--- src/rtl/serial_loader_pkg.sv ---
// Shared types and helpers for the serial_loader block: FSM state encoding
// and the even-parity decision.
package serial_loader_pkg;

    typedef enum logic [1:0] {
        IDLE   = 2'd0,
        SHIFT  = 2'd1,
        PARITY = 2'd2,
        DONE   = 2'd3
    } state_t;

    // word_parity is the XOR-reduction of the received word; even parity
    // fails when it disagrees with the transmitted parity bit.
    function automatic logic even_parity_fail(input logic word_parity,
                                              input logic parity_bit);
        return word_parity ^ parity_bit;
    endfunction

endpackage

--- src/rtl/serial_loader_bit_counter.sv ---
// Bit counter for serial_loader: synchronous clear, increment enable and a
// terminal flag raised while the count sits at WIDTH-1.
module bit_counter #(
    parameter int WIDTH = 8
) (
    input  logic clk,
    input  logic rst,
    input  logic clear,
    input  logic inc,
    output logic terminal
);

    localparam int CNT_W = (WIDTH > 2) ? $clog2(WIDTH) : 1;

    logic [CNT_W-1:0] count;

    assign terminal = (count == CNT_W'(WIDTH - 1));

    // Wrap on the terminal increment so non-power-of-two widths stay in range.
    always_ff @(posedge clk) begin
        if (rst) begin
            count <= '0;
        end else if (clear) begin
            count <= '0;
        end else if (inc) begin
            if (terminal) begin
                count <= '0;
            end else begin
                count <= count + CNT_W'(1);
            end
        end
    end

endmodule

--- src/rtl/serial_loader.sv ---
// Serial-to-parallel loader: shifts in WIDTH bits MSB first and strobes load
// with a registered data_out. Optional even-parity check under PARITY_CHECK_EN.
module serial_loader #(
    parameter int WIDTH = 8
) (
    input  logic             clk,
    input  logic             rst,
    input  logic             start,
    input  logic             sin_valid,
    input  logic             sin_bit,
    output logic             sin_ready,
    output logic             busy,
    output logic             load,
    output logic             err,
    output logic [WIDTH-1:0] data_out
);

    import serial_loader_pkg::*;

    state_t           state;
    state_t           state_nxt;
    logic [WIDTH-1:0] shreg;
    logic             accept;
    logic             cnt_clr;
    logic             cnt_inc;
    logic             cnt_last;
    logic             perr;

    bit_counter #(
        .WIDTH(WIDTH)
    ) u_bit_counter (
        .clk     (clk),
        .rst     (rst),
        .clear   (cnt_clr),
        .inc     (cnt_inc),
        .terminal(cnt_last)
    );

    assign sin_ready = (state == SHIFT) || (state == PARITY);
    assign busy      = (state != IDLE);
    assign accept    = sin_valid && sin_ready;

    always_ff @(posedge clk) begin
        if (rst) begin
            state <= IDLE;
        end else begin
            state <= state_nxt;
        end
    end

    always_comb begin
        state_nxt = state;
        cnt_clr   = 1'b0;
        cnt_inc   = 1'b0;
        case (state)
            IDLE: begin
                if (start) begin
                    state_nxt = SHIFT;
                    cnt_clr   = 1'b1;
                end
            end
            SHIFT: begin
                if (accept) begin
                    cnt_inc = 1'b1;
                    if (cnt_last) begin
`ifdef PARITY_CHECK_EN
                        state_nxt = PARITY;
`else
                        state_nxt = DONE;
`endif
                    end
                end
            end
            PARITY: begin
                if (accept) begin
                    state_nxt = DONE;
                end
            end
            DONE: begin
                state_nxt = IDLE;
            end
            default: begin
                state_nxt = IDLE;
            end
        endcase
    end

    always_ff @(posedge clk) begin
        if (rst) begin
            shreg <= '0;
        end else if ((state == SHIFT) && accept) begin
            shreg <= {shreg[WIDTH-2:0], sin_bit};
        end
    end

`ifdef PARITY_CHECK_EN
    // Parity verdict is latched when the parity bit arrives and consumed in DONE.
    always_ff @(posedge clk) begin
        if (rst) begin
            perr <= 1'b0;
        end else if ((state == PARITY) && accept) begin
            perr <= even_parity_fail(^shreg, sin_bit);
        end else if (state == IDLE) begin
            perr <= 1'b0;
        end
    end

    assign err  = (state == DONE) && perr;
`else
    assign perr = 1'b0;
    assign err  = 1'b0;
`endif

    assign load = (state == DONE) && !perr;

    always_ff @(posedge clk) begin
        if (rst) begin
            data_out <= '0;
        end else if (load) begin
            data_out <= shreg;
        end
    end

endmodule

--- config.mk ---
export PLATFORM = sky130hd
export DESIGN_NAME = serial_loader
export DESIGN_NICKNAME = d
export VERILOG_FILES = /design/src/rtl/serial_loader_pkg.sv /design/src/rtl/serial_loader_bit_counter.sv /design/src/rtl/serial_loader.sv
export SDC_FILE = /design/constraint.sdc
export NUM_CORES = 1
export LEC_CHECK = 0
export CAP_MARGIN = 10
export CORE_ASPECT_RATIO = 1.2
export CORE_MARGIN = 2
export CORE_UTILIZATION = 24
export DETAILED_ROUTE_END_ITERATION = 12
export PLACE_DENSITY_LB_ADDON = 0.3
export SLEW_MARGIN = 5
export SYNTH_ARGS = -nofsm -noshare
export SYNTH_HDL_FRONTEND = slang
export SYNTH_HIERARCHICAL = 1
export SYNTH_SLANG_ARGS = --single-unit
--- constraint.sdc ---
create_clock -name clk -period 3.9 [get_ports clk]
set_input_delay 1.17 -clock clk [delete_from_list [all_inputs] [get_ports clk]]
set_output_delay 1.17 -clock clk [all_outputs]
set_load 0.05 [all_outputs]
== Word-level counts from Yosys, hierarchy flattened ==
Cells that the tools add are included.

* Add/subtract/negate cells: 1
* Eq/ne operators: 8
* Mux-type cells: 10
* Reduce and logical (&&, ||, !) cells: 7

{| class="wikitable"
|+ Operator list
! kind !! number
|-
| 2-bit 2-to-1 mux || 4
|-
| 2-bit != test, second input constant || 4
|-
| 2-bit one-hot mux with 4 select lines || 1
|-
| 2-bit equality test, second input constant || 2
|-
| 1-bit 2-to-1 mux || 4
|-
| 4-bit AND reduction || 1
|-
| 3-bit by 1-bit adder with 3-bit output, second input constant || 1
|-
| 3-bit equality test, second input constant || 1
|-
| 3-bit 2-to-1 mux || 1
|-
| 2-bit by 1-bit equality test with 1-bit output, second input constant || 1
|-
| 1-bit logical AND || 2
|-
| 2-bit zero test || 1
|-
| 2-bit nonzero test || 1
|-
| 2-bit OR reduction || 1
|-
| 1-bit logical OR || 1
|}

* Register bits after elaboration: 21
* Input bits: 5
* Output and inout bits: 12

== Logic depth before layout (Yosys ltp) ==
* Depth in word-level cells: 5
* Depth in mapped cells: 7

== Modules after synthesis ==
The synthesis kept the hierarchy.

{| class="wikitable"
|+ By module, submodules not included
! module !! times used !! cells an instance !! area each (um^2)
|-
| serial_loader || 1 || 86 || 767.0
|-
| bit_counter || 1 || 12 || 142.6
|}

== Worst setup path before layout ==
No wires, ideal clock.

* Path type: reg-to-output
* Start: register state[0]
* End: output port sin_ready
* Data arrival time: 1,008 ps
* Required time: 2,730 ps
* Path slack: 1,722 ps
* Cell stages (with the launch flop): 3
* Buffers on the path: 0
* Cells stage by stage: dfxtp_1 inv_1 ha_1

* Word-level cells in the longest chain between the ends: 2

{| class="wikitable"
|+ Ends and longest elaborated chain
! what !! RTL line !! RTL
|-
| start: declaration || serial_loader.sv:20 || <nowiki>state_t state;</nowiki>
|-
| start signal: assignment || serial_loader.sv:47 || <nowiki>state <= state_nxt;</nowiki>
|-
| 2-bit by 1-bit equality test with 1-bit output / 2-bit equality test (equally long branches) || serial_loader.sv:39 || <nowiki>assign sin_ready = (state == SHIFT) || (state == PARITY);</nowiki>
|-
| 1-bit logical OR (*) || serial_loader.sv:39 ||
|-
| end: declaration || serial_loader.sv:11 || <nowiki>output logic sin_ready,</nowiki>
|}

Every way passes the cells marked *; elsewhere a longest branch is shown, timed or not.

== Final worst setup path ==
* Start: register state[1]
* End: output port load

* Word-level cells in the longest chain between the ends: 1

{| class="wikitable"
|+ Ends and longest elaborated chain
! what !! RTL line !! RTL
|-
| 2-bit equality test || serial_loader.sv:114 || <nowiki>assign load = (state == DONE) && !perr;</nowiki>
|-
| end: declaration || serial_loader.sv:13 || <nowiki>output logic load,</nowiki>
|}

No other way between the ends.

==> key figures <==
Detailed routing
  • Drt pass-1 iters: 4
  • Remaining antenna violation count: 0
  • # DRC: 0
  • Via count: 679
  • Routed via count divided by cell count: 4.17
  • Iter 0 DRT Violations: 18
  • Routed length per instance: 10.2 um
  • Final wirelength: 1670 um

Clock network
  • Post-CTS Hold Fix Bufs: 0
  • Clock insertion delay at the later pin of the skew report: 0.25 ns
  • Clock root buffer: clkbuf_8
  • H-tree depth: 1
  • Post-CTS Setup Bufs: 0
  • Clock buffer depth: 2
  • Gates resized, CTS repair: 0
  • Cts bufs inserted: 3
  • TritonCTS clock tree: yes
  • Clk pin slew, worst setup/hold paths: 0.07 ns
  • Clock sink count: 21

Critical path
  • Critical R2R Launch: state[1]$_SDFFE_PP0P_
  • Worst setup slack for register-to-register paths: 1.92 ns
  • Nature of the critical path startpoint: flip-flop
  • Worst setup EP type: output pin
  • Slowest stage delay, CP: 0.91 ns
  • Arrival time at the worst endpoint: 2.10 ns
  • End of the worst register-to-register path: u_bit_counter/count[0]$_SDFFE_PP0P_
  • Type of the worst setup path: reg2out
  • Max Fanout on Critical Path: 9
  • Critical-path cell list: ha_1, clkdlybuf4s50_1
  • Critical-path top delay cell: clkdlybuf4s50_1
  • Data required time at the worst endpoint: 2.73 ns
  • Reg2Reg Depth: 6

Yosys
  • Yosys synthesis warning count: 6
  • Dominant cells by area after synthesis: dfxtp_1 46%, mux2i_1 12%, ha_1 9.6%, nand2_1 4.5%, nor2_1 4.5%
  • Post-synth top area share: 46.2%
  • Proportion of synthesized flip-flops having asynchronous set or reset: 0%
  • Number of synthesized flops with an enable pin: 0
  • Unique cell type count in the Yosys netlist: 20
  • Sequential cell area fraction in the yosys report: 46.2%
  • #FFs+latches synth: 21
  • Top cell type by total area after synthesis: dfxtp_1
  • Most frequent cells after synthesis: 21 x dfxtp_1, 11 x mux2i_1, 11 x nand2_1, 11 x nor2_1
  • Syn nets: 110
  • Mean post-synth cell area: 9.28 um^2
  • Most numerous cell in the Yosys netlist: dfxtp_1
  • Summed instance area of the synthesized netlist: 910 um^2
  • Cell count after synthesis: 98
  • Most used DFF post-synth: dfxtp_1

Timing
  • Max Fclk: 0.305 GHz
  • Time the worst path needs with I/O delays and setup: 3.27 ns
  • Hold Fails Final Rpt: 0
  • Fin crit share: 84.0%
  • Slew margin rel.: 44.7%
  • Sum of negative setup slack: 0 ns
  • Pin slew with the least headroom to its limit: 0.828 ns
  • Setup repair after global routing missed its margin: no
  • Final setup violating endpoints: 0
  • Number of pins exceeding their max-slew limit in the final report: 0
  • Final worst clock skew: 0.00509 ns

Placement
  • Quantity of I/O buffers inserted on ports: 15
  • Placed instance area: 1090 um^2
  • Detailed placement HPWL: 1200 um
  • Final weighted congestion in routability-driven placement: 0.671

Run
  • Maxcap violations: 0

Hold path
  • Cell count of the worst hold path: 2
  • Hold Crit Class: reg2reg
  • Hold wc startpoint: shreg[7]$_SDFFE_PP0P_
  • Hold worst-path end: shreg[7]$_SDFFE_PP0P_

Layout
  • Inserted Diodes: 0
  • Final design area excluding fillers: 1140 um^2
  • Layout cells sized above 1: 4.50%
  • Fraction of the core area covered by cells at the end of the flow: 31.3%
  • Post-layout nets: 124
  • Area Overhead vs Synth: 24.9%

Floorplan
  • Die Span X: 60.2 um
  • Std-Cell Core Area: 3630 um^2
  • Number of rows in the core area: 24
  • Die outline height: 71.4 um
  • I/O pin total: 17
  • Overall die area: 4300 um^2
  • Effective utilization at floorplan: 25.0%

GRT
  • Maximum number of pins on one net before global-route repair: 24
  • Initial antenna violation count: 0
  • GRT Util Overall: 8.49%
  • Vias in the first global route: 711
  • Wire length of the first global-routing pass: 2900 um
  • Total overflow reported by the global router: 0

Power
  • Power per unit of standard cell area: 566 nW/um^2
  • Leakage: 0.419 nW
  • Worst VDD drop: 0.360 mV

Outcome
  • Status: finished clean
## state kept, by name, indices dropped and copies added, names as in the netlist
register and count:
data_out 8, shreg 8, state 2, u_bit_counter/count 3
## worst max-delay path by stage
stage	depth (start not counted)	slack [ns]	endpoint	startpoint
6_report	2	0.63	load	state[1]$_SDFFE_PP0P_
5_1_grt	2	0.50	load	state[1]$_SDFFE_PP0P_
4_1_cts	2	0.61	load	state[1]$_SDFFE_PP0P_
3_5_place_dp	2	0.89	load	state[1]$_SDFFE_PP0P_
3_3_place_gp	2	0.95	load	state[1]$_SDFFE_PP0P_
2_1_floorplan	2	1.72	sin_ready	state[0]$_SDFFE_PP0P_
## report_power, final
group	leakage (nW)	total, mW	internal (mW)	switching (mW)
logic	0.223	0.260	0.0912	0.169
registers	0.170	0.245	0.229	0.0159
clock network	0.0255	0.137	0.0709	0.0662
total	0.419	0.642	0.391	0.251
## cell families after synthesis
kind of cell	count (synthesis)	share of synthesized area, %
muxes	12	13.3
DFF	21	46.2
AOI/OAI and AO/OA	10	6.88
buffers and inverters	11	5.91
other	1	0.412
and+or+nand+nor	36	17.6
adders and majority gates	7	9.63
## critical path, delay by kind of cell (launching register included)
kind / cells / cell delay (ns)
buffers and inverters: 1 / 0.91
adder cells (fa/ha/maj): 1 / 0.53
flip-flops: 1 / 0.41
## routing by layer
| layer | GRT usage [%] | vias to the layer above | share of wire [%] | wire (um) |
|---|---|---|---|---|
| li1 | - | 351 | - | - |
| met1 | 10.3 | 315 | 46 | 762 |
| met2 | 14.6 | 11 | 51 | 848 |
| met3 | 1.08 | 2 | 2.7 | 45 |
| met4 | 3.70 | 0 | 0.78 | 13 |
| met5 | 0 | - | 0 | 0 |
## area by class of cell
type	instances	area, um^2
inverters	5	18.8
well taps	52	65.1
flip-flops and latches	21	420
clock inverters	1	5.00
clock buffers	3	41.3
multi-input cells	66	435
repair buffers	15	150
fillers	386	2500
## placed cells by master, fill, tap and decap left out, drive strengths merged, types with 2 or more instances in the layout
cell type,netlist,layout
ha,7,7
clkdlybuf4s50,0,15
a21oi,8,8
clkbuf,2,3
nand2,11,11
inv,5,5
mux2i,11,11
nor2,11,11
nor3,2,2
nand3,8,8
dfxtp,21,21
nand2b,3,3
## through the flow
| step | instances | hold WS, ns | setup WS (ns) | power (mW) |
|---|---|---|---|---|
| final | 163 | 0.463 | 0.626 | 0.642 |
| after global routing | 163 | 0.494 | 0.496 | 0.687 |
| after CTS | 163 | 0.470 | 0.609 | 0.652 |
| after detailed placement | 159 | 0.459 | 0.892 | 0.511 |
| after global placement | 159 | 0.468 | 0.947 | 0.504 |
| after floorplan | 98 | 0.436 | 1.72 | 0.447 |
No activity file was read; power rests on OpenSTA's default activity.
